## src/rtl/nibble_serial_adder_pkg.sv

```systemverilog
// Shared constants and FSM encoding for the nibble-serial adder.
package nibble_serial_adder_pkg;

  localparam int unsigned NibbleW = 4;

  typedef enum logic [1:0] {
    StIdle = 2'd0,
    StRun  = 2'd1,
    StDone = 2'd2
  } state_e;

endpackage

```

## src/rtl/nibble_serial_adder_rca4.sv

```systemverilog
// Four-bit ripple-carry adder slice made of chained full adders.
module nibble_serial_adder_rca4
  import nibble_serial_adder_pkg::*;
(
  input  logic [NibbleW-1:0] a_i,
  input  logic [NibbleW-1:0] b_i,
  input  logic               c_i,
  output logic [NibbleW-1:0] s_o,
  output logic               c_o
);

  logic [NibbleW:0] carry;

  assign carry[0] = c_i;

  for (genvar i = 0; i < NibbleW; i++) begin : g_fa
    assign s_o[i]       = a_i[i] ^ b_i[i] ^ carry[i];
    assign carry[i + 1] = (a_i[i] & b_i[i]) | (carry[i] & (a_i[i] ^ b_i[i]));
  end

  assign c_o = carry[NibbleW];

endmodule

```

## src/rtl/nibble_serial_adder.sv

```systemverilog
// Sequential adder: one nibble per clock through a single 4-bit RCA slice,
// carry held in a register, with a start/busy/done handshake.
module nibble_serial_adder
  import nibble_serial_adder_pkg::*;
#(
  parameter int unsigned WIDTH = 16
) (
  input  logic             clk,
  input  logic             rst,
  input  logic             start,
  input  logic [WIDTH-1:0] a,
  input  logic [WIDTH-1:0] b,
  input  logic             cin,
  output logic             busy,
  output logic             done,
  output logic [WIDTH-1:0] sum,
  output logic             cout
);

  localparam int unsigned NIB  = WIDTH / NibbleW;
  localparam int unsigned CntW = $clog2(NIB);
  localparam logic [CntW-1:0] LastCnt = CntW'(NIB - 1);

  state_e                   state_q, state_d;
  logic [WIDTH-1:0]         a_sh_q, a_sh_d;
  logic [WIDTH-1:0]         b_sh_q, b_sh_d;
  // Holds the NIB-1 nibbles already produced; the final nibble joins on the last edge.
  logic [WIDTH-NibbleW-1:0] acc_q, acc_d;
  logic [WIDTH-1:0]         acc_shift;
  logic [WIDTH-1:0]         sum_q, sum_d;
  logic                     carry_q, carry_d;
  logic                     cout_q, cout_d;
  logic [CntW-1:0]          cnt_q, cnt_d;
  logic [NibbleW-1:0]       slice_sum;
  logic                     slice_cout;

  nibble_serial_adder_rca4 u_rca4 (
    .a_i (a_sh_q[NibbleW-1:0]),
    .b_i (b_sh_q[NibbleW-1:0]),
    .c_i (carry_q),
    .s_o (slice_sum),
    .c_o (slice_cout)
  );

  assign acc_shift = {slice_sum, acc_q};

  always_comb begin
    state_d = state_q;
    a_sh_d  = a_sh_q;
    b_sh_d  = b_sh_q;
    acc_d   = acc_q;
    sum_d   = sum_q;
    carry_d = carry_q;
    cout_d  = cout_q;
    cnt_d   = cnt_q;

    case (state_q)
      StIdle, StDone: begin
        if (start) begin
          state_d = StRun;
          a_sh_d  = a;
          b_sh_d  = b;
          carry_d = cin;
          acc_d   = '0;
          cnt_d   = '0;
        end else begin
          state_d = StIdle;
        end
      end
      StRun: begin
        a_sh_d  = a_sh_q >> NibbleW;
        b_sh_d  = b_sh_q >> NibbleW;
        carry_d = slice_cout;
        acc_d   = acc_shift[WIDTH-1:NibbleW];
        cnt_d   = cnt_q + CntW'(1);
        if (cnt_q == LastCnt) begin
          state_d = StDone;
          sum_d   = acc_shift;
          cout_d  = slice_cout;
          cnt_d   = '0;
        end
      end
      default: state_d = StIdle;
    endcase
  end

  always_ff @(posedge clk or posedge rst) begin
    if (rst) begin
      state_q <= StIdle;
      a_sh_q  <= '0;
      b_sh_q  <= '0;
      acc_q   <= '0;
      sum_q   <= '0;
      carry_q <= 1'b0;
      cout_q  <= 1'b0;
      cnt_q   <= '0;
    end else begin
      state_q <= state_d;
      a_sh_q  <= a_sh_d;
      b_sh_q  <= b_sh_d;
      acc_q   <= acc_d;
      sum_q   <= sum_d;
      carry_q <= carry_d;
      cout_q  <= cout_d;
      cnt_q   <= cnt_d;
    end
  end

  assign busy = (state_q == StRun);
  assign done = (state_q == StDone);
  assign sum  = sum_q;
  assign cout = cout_q;

endmodule

```

## config.mk

```make
export PLATFORM = sky130hd
export DESIGN_NAME = nibble_serial_adder
export DESIGN_NICKNAME = d
export VERILOG_FILES = /design/src/rtl/nibble_serial_adder_pkg.sv /design/src/rtl/nibble_serial_adder_rca4.sv /design/src/rtl/nibble_serial_adder.sv
export SDC_FILE = /design/constraint.sdc
export NUM_CORES = 1
export LEC_CHECK = 0
export CAP_MARGIN = 20
export CORE_MARGIN = 2
export CORE_UTILIZATION = 52
export DETAILED_ROUTE_END_ITERATION = 16
export HOLD_SLACK_MARGIN = 0.06
export PLACE_DENSITY = 0.79
export SYNTH_ARGS = -nofsm -noshare
export SYNTH_HDL_FRONTEND = slang
export SYNTH_SLANG_ARGS = --single-unit
```

## constraint.sdc

```tcl
create_clock -name clk -period 2.6 [get_ports clk]
set_input_delay 0.26 -clock clk [delete_from_list [all_inputs] [get_ports clk]]
set_output_delay 0.26 -clock clk [all_outputs]
set_load 0.1 [all_outputs]
```

Word-level counts from Yosys, hierarchy flattened
Cells that the tools add are included.
Widths: inputs -> output; s select.
- output and inout port bits: 19
- word-level logic and storage cells: 53
- register bits: 66
- muxes and demuxes: 14
- bitwise logic cells: 20
- eq/ne operators: 5
- add/subtract/negate cells: 1
- reduce and logical (&&, ||, !) cells: 5
- operators by type and width (cell ; number):
    $pmux 16 s2 ; 2
    $mux 16 ; 2
    $pmux 12 s2 ; 1
    $mux 12 ; 1
    $and 1x1->1 ; 8
    $pmux 2 s2 ; 2
    $xor 1x1->1 ; 8
    $mux 2 ; 3
    $eq 2x2->1 const B ; 2
    $or 1x1->1 ; 4
    $reduce_and 2->1 ; 2
    $add 2x1->2 const B ; 1
    $eq 2x1->1 const B ; 1
    $logic_not 2->1 ; 1
    $mux 1 ; 2
    $ne 2x1->1 const B ; 1
    $ne 2x2->1 const B ; 1
    $pmux 1 s2 ; 1
    $reduce_bool 2->1 ; 1
    $reduce_or 2->1 ; 1

Depth between registers and ports, before layout
Gate-level depths: netlist of the first run.
- depth after elaboration: 10
- depth in mapped cells: 9
- depth with buffers taken out: 9

Hierarchy
From an unflattened synthesis of the first run, not the netlist that was laid out.
- cell total of the unflattened synthesis: 262
- area total of the unflattened synthesis: 3453.3 µm²
- modules (own cells, without submodules) (module ; times used ; cells an instance ; seq. area each (µm²) ; area each (µm²)):
    nibble_serial_adder ; 1 ; 248 ; 1651.6 ; 3335.7
    nibble_serial_adder_rca4 ; 1 ; 14 ; 0.0 ; 117.6

Worst setup path before layout of the first run
No wires, ideal clock.
- path type: register to output
- from: reg state_q[1]
- to: out done
- buffers on the path: 2
- path slack: 243 ps
- required time: 2340 ps
- data arrival time: 2097 ps
- stages on the path, launching flop included: 4
- cells stage by stage: dfrtp_1 -> buf_4 -> buf_4 -> nor2b_1
- word-level cells in the longest chain between the ends: 1
- RTL lines (what ; line ; RTL):
    start, declared ; nibble_serial_adder.sv:24 ; state_e state_q, state_d;
    start signal, assigned ; nibble_serial_adder.sv:89 ; state_q <= StIdle;
    start signal, assigned ; nibble_serial_adder.sv:98 ; state_q <= state_d;
    $eq 2x2->1 ; nibble_serial_adder.sv:110 ; assign done = (state_q == StDone);
    end, declared ; nibble_serial_adder.sv:15 ; output logic done,
No other way between the ends.

Worst setup path in the final report of the first run
- from: reg b_sh_q[0]
- to: reg acc_q[11]
- word-level cells in the longest chain between the ends: 9
- elaborated cells between the ends (all ways): 10
- those cells by class: mux: 1; bitwise: 9
- RTL lines (what ; line ; RTL):
    start, declared ; nibble_serial_adder.sv:26 ; logic [WIDTH-1:0] b_sh_q, b_sh_d;
    start signal, assigned ; nibble_serial_adder.sv:100 ; b_sh_q <= b_sh_d;
    $xor 1x1->1 ; nibble_serial_adder_rca4.sv:18 ; assign carry[i + 1] = (a_i[i] & b_i[i]) | (carry[i] & (a_i[i] ^ b_i[i]));
    $and 1x1->1 ; nibble_serial_adder_rca4.sv:18 ;
    $or 1x1->1 * ; nibble_serial_adder_rca4.sv:18 ;
    $and 1x1->1 * ; nibble_serial_adder_rca4.sv:18 ;
    $or 1x1->1 * ; nibble_serial_adder_rca4.sv:18 ;
    $and 1x1->1 * ; nibble_serial_adder_rca4.sv:18 ;
    $or 1x1->1 * ; nibble_serial_adder_rca4.sv:18 ;
    $xor 1x1->1 * ; nibble_serial_adder_rca4.sv:17 ; assign s_o[i] = a_i[i] ^ b_i[i] ^ carry[i];
    $pmux 12 s2 * ; nibble_serial_adder.sv:57 ; case (state_q)
    end signal, assigned ; nibble_serial_adder.sv:92 ; acc_q <= '0;
    end signal, assigned ; nibble_serial_adder.sv:101 ; acc_q <= acc_d;
    end, declared ; nibble_serial_adder.sv:28 ; logic [WIDTH-NibbleW-1:0] acc_q, acc_d;
Every way passes the cells marked *; elsewhere a longest branch is shown, timed or not.
A chain may end at the register's enable or synchronous reset.

==> results of run 1 <==
## per-layer routing
layer / share of wire / global-route usage / wire, µm / vias up
li1: - / - / - / 1072
met1: 0.44 / 0.267 / 2720 / 1080
met2: 0.49 / 0.338 / 3020 / 62
met3: 0.046 / 0.0511 / 283 / 16
met4: 0.022 / 0.0966 / 138 / 0
met5: 0 / 0 / 0 / -
## layout make-up
type | count | area (µm²)
inverters | 10 | 37.5
clock buffers | 12 | 165
clock inverters | 4 | 72.6
fillers | 469 | 1950
well taps | 75 | 93.8
flip-flops and latches | 66 | 1650
repair buffers | 61 | 583
multi-input cells | 179 | 1290
## how the worst max path moves through the flow
| stage | startpoint | to | cells after the start |
|---|---|---|---|
| floorplan | state_q[1] | done | 3 |
| global placement | b_sh_q[0] | acc_q[11] | 9 |
| finish | b_sh_q[0] | acc_q[11] | 9 |
| detailed placement | b_sh_q[0] | acc_q[11] | 9 |
| global route | b_sh_q[0] | acc_q[11] | 9 |
| CTS | b_sh_q[0] | acc_q[11] | 9 |
## Yosys cell counts
cell type	number
mux2i_1	14
buf_4	3
nor2b_1	9
inv_1	9
a221o_1	2
o21ai_0	18
nor3_1	10
nor2_2	1
and3b_1	1
nor3b_1	2
buf_2	15
clkbuf_1	3
nand2_1	14
nand2b_1	15
ha_1	1
nand3b_1	1
nand3_1	3
inv_2	1
o22ai_1	11
nor2_1	9
fa_1	4
a21o_1	2
a211oi_1	12
a21oi_1	14
and2b_1	5
a22o_1	7
mux2_2	24
dfrtp_1	66
## worst register-to-register path, delay by kind of cell, from the launching register on
kind	cells	cell delay [ns]
flip-flops	1	0.39
buffers and inverters	3	0.22
adder cells (fa/ha/maj)	4	1.34
AO/OA/AOI/OAI	2	0.31
## registers in the layout, indices dropped and copies added (netlist names)
| signal | cells |
|---|---|
| a_sh_q | 16 |
| acc_q | 12 |
| b_sh_q | 16 |
| carry_q | 1 |
| cnt_q | 2 |
| cout | 1 |
| state_q | 2 |
| sum | 16 |
## power by group through the flow
stage	sequential (mW)	combinational [mW]	clock [mW]
3_5_place_dp	1.89	2.95	0
4_1_cts	1.88	2.97	1.01
3_3_place_gp	1.86	2.86	0
2_1_floorplan	2.63	1.53	0
6_report	1.88	2.94	1.00
5_1_grt	1.95	3.19	1.07
## cell families after synthesis
| kind of cell | count (synthesis) |
|---|---|
| compound gates | 66 |
| buf+inv | 31 |
| simple gates | 70 |
| flops | 66 |
| fa+ha+maj | 5 |
| mux | 38 |
## cells in the final DEF (no fill, tap or decap), types with 5 or more instances in the layout
master           Yosys  final
nor2_1               9      9
clkdlybuf4s50_1      0     35
a22o_1               7      7
o22ai_1             11     11
nor2b_1              9      9
buf_4                3     23
and2b_1              5      5
clkbuf_8             0     12
mux2i_1             14     14
dfrtp_1             66     66
inv_1                9      8
mux2_2              24     24
nand2_1             14     14
a211oi_1            12     12
nand2b_1            15     15
o21ai_0             18     18
nor3_1              10     10
a21oi_1             14     14
## through the flow
stage	instances	total power, mW	worst slack [ns]	hold WS (ns)
final	407	5.82	0.276	0.279
after global routing	407	6.20	0.165	0.343
after CTS	407	5.86	0.265	0.298
after detailed placement	391	4.85	0.298	0.485
after global placement	391	4.72	0.378	0.482
after floorplan	276	4.16	0.243	0.400
==> impl_metrics.env, run 1 <==
export IMPL_clock_latency_ns=0.34
export IMPL_postPlaceCellArea_um2=3660
export IMPL_drt_iter0_drc=124
export IMPL_overflow=0
export IMPL_synthDistinctLibCells=28
export IMPL_max_freq_mhz=430
export IMPL_ctsResizeCount=0
export IMPL_gp_congestion=0.811
export IMPL_cts_made_buffers=9
export IMPL_pin_count=55
export IMPL_yosys_top_cells_area="dfrtp_1 (53%), mux2_2 (8.7%), mux2i_1 (4.5%)"
export IMPL_synth_xor_area_frac=0
export IMPL_startpoint_type="flop"
export IMPL_max_cap_viol_count=0
export IMPL_antenna_found_initial=0
export IMPL_crit_path_frequent_cell="fa_1"
export IMPL_clock_sinks=66
export IMPL_synth_adder_area_share=0.0299
export IMPL_final_area_um2=3900
export IMPL_grt_pass1_vias=2259
export IMPL_path_max_fanout=3
export IMPL_drv_slew=0
export IMPL_hp_class="input pin to asynchronous set/reset pin"
export IMPL_setup_viol=0
export IMPL_cp_cell_sequence="inv_1, fa_1, inv_1, fa_1, fa_1, inv_1, fa_1, o21ai_0, a21o_1"
export IMPL_tns_ns=0
export IMPL_drive_above_1_share=0.208
export IMPL_clock_skew_ns=0.00629
export IMPL_ir_drop_mv=0.836
export IMPL_cts_root_buf="clkbuf_8"
export IMPL_ant_nets=0
export IMPL_finalCriticalPeriod_ns=2.32
export IMPL_drt_wl_total_um=6160
export IMPL_cts_path_max_buffers=2
export IMPL_cts_hold_buf=0
export IMPL_worstPathArrival_ns=2.61
export IMPL_crit_required_ns=2.88
export IMPL_die_y_um=81.1
export IMPL_diodes=0
export IMPL_die_w_um=81.1
export IMPL_coreArea_um2=5850
export IMPL_initial_core_util=0.529
export IMPL_critPathCaptureType="flop"
export IMPL_dieArea_um2=6580
export IMPL_postCtsSetupBuffers=0
export IMPL_syn_inst=276
export IMPL_min_period_over_period=0.894
export IMPL_maxSlewHeadroom=0.583
export IMPL_comb_power_share=0.506
export IMPL_io_buffers=54
export IMPL_p_int_mw=3.20
export IMPL_synth_compound_area_frac=0.134
export IMPL_drc=0
export IMPL_grt_pass1_wl_um=10300
export IMPL_via_per_inst=5.48
export IMPL_synth_top_family_by_area="compound AO/OA/AOI/OAI gates"
export IMPL_rr_endpoint="acc_q[11]"
export IMPL_path_clk_slew_ns=0.07
export IMPL_sw_frac_of_total=0.451
export IMPL_status="completed"
export IMPL_avgSynthCellArea_um2=11.2
export IMPL_p_leak_nw=1.73
export IMPL_yosys_area_share_simple=0.122
export IMPL_routedWlPerCell_um=15.1
export IMPL_worst_path_max_delay_cell="fa_1"
export IMPL_final_util=0.666
export IMPL_synth_seq_area_share=0.534
export IMPL_cts_tree="built"
export IMPL_cpPeakStageDelay_ns=0.42
export IMPL_synth_top_cell_by_area="dfrtp_1"
export IMPL_rsz0062_at_grt="false"
export IMPL_syn_cell_area_um2=3090
export IMPL_vias=2230
export IMPL_cp_num_buf_inv=3
export IMPL_clkPwrFrac=0.172
export IMPL_synth_mux_area_frac=0.133
export IMPL_switchingPower_mw=2.63
export IMPL_synth_seq_cells=66
export IMPL_grtUsageTotal=0.210
export IMPL_firstDrtPassIters=4
export IMPL_r2r_slack_ns=0.28
export IMPL_worst_path_dominant_cell_family="adder cells"
export IMPL_fin_nets=368
export IMPL_dpl_hpwl_um=4170
export IMPL_area_growth_pct=26.1
export IMPL_rr_startpoint="b_sh_q[0]"
export IMPL_grt_max_degree=42
export IMPL_path_class="flop to flop"
export IMPL_h_tree_depth=3
export IMPL_yosysTopAreaCellShare=0.534
export IMPL_synth_fp_nets=317
export IMPL_power_per_cell_area_nw_per_um2=1490
export IMPL_yosys_warnings=0
export IMPL_worst_slew_pin_slew_ns=0.625
export IMPL_rows=28
export IMPL_seqPwrFrac=0.322
export IMPL_hold_viol=0
export IMPL_reg2regPathDepth=9
No activity file was read; power rests on OpenSTA's default activity.
==> run 2: changes to the inputs <==
--- a/config.mk
+++ b/config.mk
@@ -5,12 +5,14 @@
 export SDC_FILE = /design/constraint.sdc
 export NUM_CORES = 1
 export LEC_CHECK = 0
-export CAP_MARGIN = 20
+export CAP_MARGIN = 15
+export CORE_ASPECT_RATIO = 1.2
 export CORE_MARGIN = 2
 export CORE_UTILIZATION = 52
 export DETAILED_ROUTE_END_ITERATION = 16
 export HOLD_SLACK_MARGIN = 0.06
 export PLACE_DENSITY = 0.79
+export SLEW_MARGIN = 25
 export SYNTH_ARGS = -nofsm -noshare
 export SYNTH_HDL_FRONTEND = slang
 export SYNTH_SLANG_ARGS = --single-unit
==> impl_metrics.env, run 2 (synthesis gave the netlist of run 1 again) <==
export IMPL_status="completed"
export IMPL_cpPeakStageDelay_ns=0.42
export IMPL_power_mw=5.52
export IMPL_rsz0062_at_grt="false"
export IMPL_postCtsSetupBuffers=0
export IMPL_tns_ns=0
export IMPL_fin_cells=410
export IMPL_min_period_over_period=0.883
export IMPL_coreArea_um2=5710
export IMPL_pin_count=55
export IMPL_final_util=0.670
export IMPL_rr_startpoint="b_sh_q[0]"
export IMPL_wl_met3_um=271
export IMPL_crit_required_ns=2.87
export IMPL_maxSlewHeadroom=0.467
export IMPL_firstDrtPassIters=4
export IMPL_ir_drop_mv=0.904
export IMPL_path_clk_slew_ns=0.07
export IMPL_cts_hold_buf=0
export IMPL_wl_met1_um=2710
export IMPL_seqPwrFrac=0.331
export IMPL_crit_path_frequent_cell="fa_1"
export IMPL_comb_power_share=0.540
export IMPL_startpoint_type="flop"
export IMPL_clock_latency_ns=0.34
export IMPL_grt_max_degree=67
export IMPL_clock_skew_ns=0.00759
export IMPL_post_place_ws_ns=0.339
export IMPL_top_layer="met4"
export IMPL_grtUsageTotal=0.213
export IMPL_p_leak_nw=1.69
export IMPL_cts_tree="built"
export IMPL_max_cap_viol_count=0
export IMPL_wl_met2_um=3010
export IMPL_rows=30
export IMPL_die_y_um=88.5
export IMPL_setup_viol=0
export IMPL_finalCriticalPeriod_ns=2.30
export IMPL_routedWlPerCell_um=15.0
export IMPL_io_buffers=54
export IMPL_initial_core_util=0.542
export IMPL_p_int_mw=2.94
export IMPL_reg2regPathDepth=9
export IMPL_r2r_slack_ns=0.30
export IMPL_antenna_found_initial=0
export IMPL_drive_above_1_share=0.191
export IMPL_gp_congestion=0.796
export IMPL_ctsResizeCount=0
export IMPL_critPathCaptureType="flop"
export IMPL_drv_slew=0
export IMPL_rr_endpoint="acc_q[11]"
export IMPL_worst_path_dominant_cell_family="adder cells"
export IMPL_final_cell_mix="dfrtp_1 (66), clkdlybuf4s50_1 (35), mux2_2 (24), buf_4 (23), o21ai_0 (18)"
export IMPL_max_freq_mhz=435
export IMPL_grt_pass1_vias=2236
export IMPL_power_per_cell_area_nw_per_um2=1440
export IMPL_area_growth_pct=23.5
export IMPL_hold_viol=0
export IMPL_drt_wl_total_um=6140
export IMPL_overflow=0
export IMPL_drt_iter0_drc=157
export IMPL_diodes=0
export IMPL_path_max_fanout=3
export IMPL_vias=2223
export IMPL_cts_root_buf="clkbuf_8"
export IMPL_layout_commonest_cell="dfrtp_1"
export IMPL_cp_cell_sequence="inv_1, fa_1, inv_1, fa_1, fa_1, inv_1, fa_1, o21ai_0, a21o_1"
export IMPL_dp_cells=396
export IMPL_path_class="flop to flop"
export IMPL_clkPwrFrac=0.129
export IMPL_switchingPower_mw=2.58
export IMPL_ant_nets=0
export IMPL_setup_slack_ns=0.303
export IMPL_fin_nets=368
export IMPL_hp_class="input pin to asynchronous set/reset pin"
export IMPL_sw_frac_of_total=0.468
export IMPL_dpl_hpwl_um=4100
export IMPL_drc=0
export IMPL_cts_path_max_buffers=2
export IMPL_worst_path_max_delay_cell="fa_1"
export IMPL_die_w_um=74.4
export IMPL_h_tree_depth=3
export IMPL_worst_slew_pin_slew_ns=0.798
export IMPL_worstPathArrival_ns=2.57
export IMPL_dieArea_um2=6580
export IMPL_via_per_inst=5.42
export IMPL_grt_pass1_wl_um=10500
export IMPL_clock_sinks=66
export IMPL_cts_made_buffers=9
export IMPL_cp_num_buf_inv=3
[run 2: cell types whose count changed in the layout (fill, tap and decap cells not counted)]
cell,change
clkinv_2,-1
clkbuf_8,-2
clkinvlp_4,-1
clkbuf_1,+4
bufinv_16,-2
[run 2: through the flow]
step | area (µm²) | hold WS [ns]
floorplan | 3090 | 0.400
global placement | 3670 | 0.467
detailed placement | 3670 | 0.486
CTS | 3820 | 0.327
global route | 3820 | 0.344
finish | 3820 | 0.319
[run 2: tightest hold or removal path, delay by kind of cell]
family / cells / cell delay (ns)
buffers and inverters: 3 / 0.79
[run 2: layout make-up]
| class | count | area [µm²] |
|---|---|---|
| fillers | 469 | 1890 |
| clock buffers | 14 | 153 |
| well taps | 80 | 100 |
| repair buffers | 61 | 583 |
| inverters | 10 | 37.5 |
| flip-flops and latches | 66 | 1650 |
| multi-input cells | 179 | 1290 |
[run 2: worst max path at each step]
stage	startpoint	endpoint	slack [ns]	cells past startpoint
2_1_floorplan	state_q[1]	done	0.24	3
3_5_place_dp	b_sh_q[0]	acc_q[11]	0.34	9
4_1_cts	b_sh_q[0]	acc_q[11]	0.32	9
6_report	b_sh_q[0]	acc_q[11]	0.30	9
5_1_grt	b_sh_q[0]	acc_q[11]	0.14	9
3_3_place_gp	b_sh_q[0]	acc_q[11]	0.38	9
[run 2: metal layers]
layer | global-route usage | vias up
met5 | 0 | -
met4 | 0.110 | 0
met3 | 0.0376 | 11
met2 | 0.330 | 62
met1 | 0.286 | 1078
li1 | - | 1072
[run 2: power groups by stage]
stage | clock network (mW) | registers [mW] | logic [mW]
6_report | 0.712 | 1.83 | 2.98
3_3_place_gp | 0 | 1.83 | 2.92
2_1_floorplan | 0 | 2.63 | 1.53
3_5_place_dp | 0 | 1.85 | 2.99
4_1_cts | 0.728 | 1.83 | 3.00
5_1_grt | 0.780 | 1.90 | 3.24
==> run 3: changes to the inputs <==
--- a/config.mk
+++ b/config.mk
@@ -8,10 +8,10 @@
 export CAP_MARGIN = 15
 export CORE_ASPECT_RATIO = 1.2
 export CORE_MARGIN = 2
-export CORE_UTILIZATION = 52
+export CORE_UTILIZATION = 49
+export CTS_BUF_LIST = sky130_fd_sc_hd__clkbuf_8
 export DETAILED_ROUTE_END_ITERATION = 16
-export HOLD_SLACK_MARGIN = 0.06
-export PLACE_DENSITY = 0.79
+export PLACE_DENSITY = 0.78
 export SLEW_MARGIN = 25
 export SYNTH_ARGS = -nofsm -noshare
 export SYNTH_HDL_FRONTEND = slang
==> constraint.sdc (replaced) <==
create_clock -name clk -period 1.95 [get_ports clk]
set_input_delay 0.195 -clock clk [delete_from_list [all_inputs] [get_ports clk]]
set_output_delay 0.195 -clock clk [all_outputs]
set_load 0.1 [all_outputs]
==> impl_metrics.env, run 3 (synthesis gave the netlist of run 1 again) <==
export IMPL_status="finished, violations left"
export IMPL_violations="setup timing"
export IMPL_rsz0062_at_grt="true"
export IMPL_startpoint="a_sh_q[0]"
export IMPL_cts_root_buf="clkbuf_8"
export IMPL_hold_viol=0
export IMPL_vias=2243
export IMPL_cp_cell_sequence="inv_2, fa_2, inv_2, fa_2, fa_2, inv_2, fa_2, o21ai_2, a21o_1"
export IMPL_die_w_um=76.5
export IMPL_cts_path_max_buffers=2
export IMPL_setup_viol=4
export IMPL_grt_pass1_vias=2229
export IMPL_power_per_cell_area_nw_per_um2=1960
export IMPL_layout_commonest_cell="dfrtp_1"
export IMPL_ant_nets=0
export IMPL_cpPeakStageDelay_ns=0.44
export IMPL_min_period_over_period=1.14
export IMPL_rr_startpoint="a_sh_q[0]"
export IMPL_area_growth_pct=27.1
export IMPL_dpl_hpwl_um=4100
export IMPL_critPathCaptureType="flop"
export IMPL_post_place_ws_ns=-0.234
export IMPL_fin_nets=377
export IMPL_grt_max_degree=67
export IMPL_worstPathArrival_ns=2.49
export IMPL_drt_wl_total_um=6420
export IMPL_diodes=0
export IMPL_clock_latency_ns=0.33
export IMPL_p_leak_nw=1.75
export IMPL_dp_cells=404
export IMPL_die_y_um=91.0
export IMPL_cts_made_buffers=9
export IMPL_maxSlewHeadroom=0.694
export IMPL_crit_path_frequent_cell="fa_2"
export IMPL_worst_slew_pin_slew_ns=0.459
export IMPL_initial_core_util=0.508
export IMPL_path_max_fanout=2
export IMPL_rows=31
export IMPL_final_cell_mix="dfrtp_1 (66), clkdlybuf4s50_1 (35), buf_4 (31), mux2_2 (24)"
export IMPL_overflow=0
export IMPL_max_freq_mhz=449
export IMPL_power_mw=7.71
export IMPL_crit_required_ns=2.22
export IMPL_via_per_inst=5.30
export IMPL_max_cap_viol_count=0
export IMPL_drv_slew=0
export IMPL_path_clk_slew_ns=0.07
export IMPL_startpoint_type="flop"
export IMPL_cts_tree="built"
export IMPL_pin_count=55
export IMPL_finalCriticalPeriod_ns=2.23
export IMPL_fin_cells=423
export IMPL_hp_class="input pin to asynchronous set/reset pin"
export IMPL_cp_num_buf_inv=3
export IMPL_ir_drop_mv=1.34
export IMPL_worst_path_max_delay_cell="fa_2"
export IMPL_routedWlPerCell_um=15.2
export IMPL_dieArea_um2=6970
export IMPL_clock_skew_ns=0.00826
export IMPL_setup_slack_ns=-0.276
export IMPL_coreArea_um2=6090
export IMPL_grtUsageTotal=0.196
export IMPL_drc=0
export IMPL_cts_hold_buf=0
export IMPL_path_class="flop to flop"
export IMPL_drt_iter0_drc=172
export IMPL_h_tree_depth=3
export IMPL_drive_above_1_share=0.252
export IMPL_antenna_found_initial=0
export IMPL_hold_ws_ns=0.256
export IMPL_clock_sinks=66
export IMPL_gp_congestion=0.754
export IMPL_firstDrtPassIters=4
export IMPL_io_buffers=54
export IMPL_worst_path_dominant_cell_family="adder cells"
export IMPL_grt_pass1_wl_um=10800
run 3: path summary, 6_finish.rpt:
path / cells after the start / slack [ns] / to
worst max-delay path: 9 / -0.28 / acc_q[11]
worst min-delay path: 3 / 0.26 / sum[2]
worst max register to register: 9 / -0.28 / acc_q[11]
worst min register to register: 2 / 0.49 / sum[12]
max in group asynchronous: 3 / 1.42 / b_sh_q[0]
min in group clk: 3 / 0.46 / a_sh_q[6]
run 3: final cells by class:
class	instances	area, µm²
Multi-Input combinational cell	179	1310
Clock inverter	6	26.3
Timing Repair Buffer	70	663
Fill cell	519	2160
Tap cell	82	103
Sequential cell	66	1650
Clock buffer	10	138
Inverter	10	37.5
run 3: stage by stage:
step | setup TNS, ns | cell area (µm²) | util
floorplan | -0.188 | 3100 | -
global placement | -0.342 | 3730 | 0.613
detailed placement | -0.633 | 3730 | 0.613
CTS | -0.495 | 3920 | 0.643
global route | -0.961 | 3930 | 0.645
finish | -0.701 | 3930 | 0.645
run 3: where the power goes:
group | leakage (nW) | internal, mW | switching (mW)
logic | 0.827 | 1.64 | 2.64
clock network | 0.0996 | 0.476 | 0.492
registers | 0.824 | 2.02 | 0.444
run 3: routing by layer:
layer	share of wire	GRT usage
met4	0.020	0.0909
met2	0.51	0.319
met3	0.034	0.0328
met1	0.44	0.259
met5	0	0
run 3: worst min-delay path, stage by stage:
cell,delay [ns]
clkdlybuf4s50_1,0.41
inv_2,0.08
buf_12,0.30
run 3: what timing repair did:
| action | 4_1_cts | 5_1_grt |
|---|---|---|
| endpoints found under the setup margin | 4 | 5 |
| setup buffers | 2 | 1 |
| gates resized for setup | 8 | 2 |
| pin swaps | 4 | 1 |
| cloned | 0 | 0 |
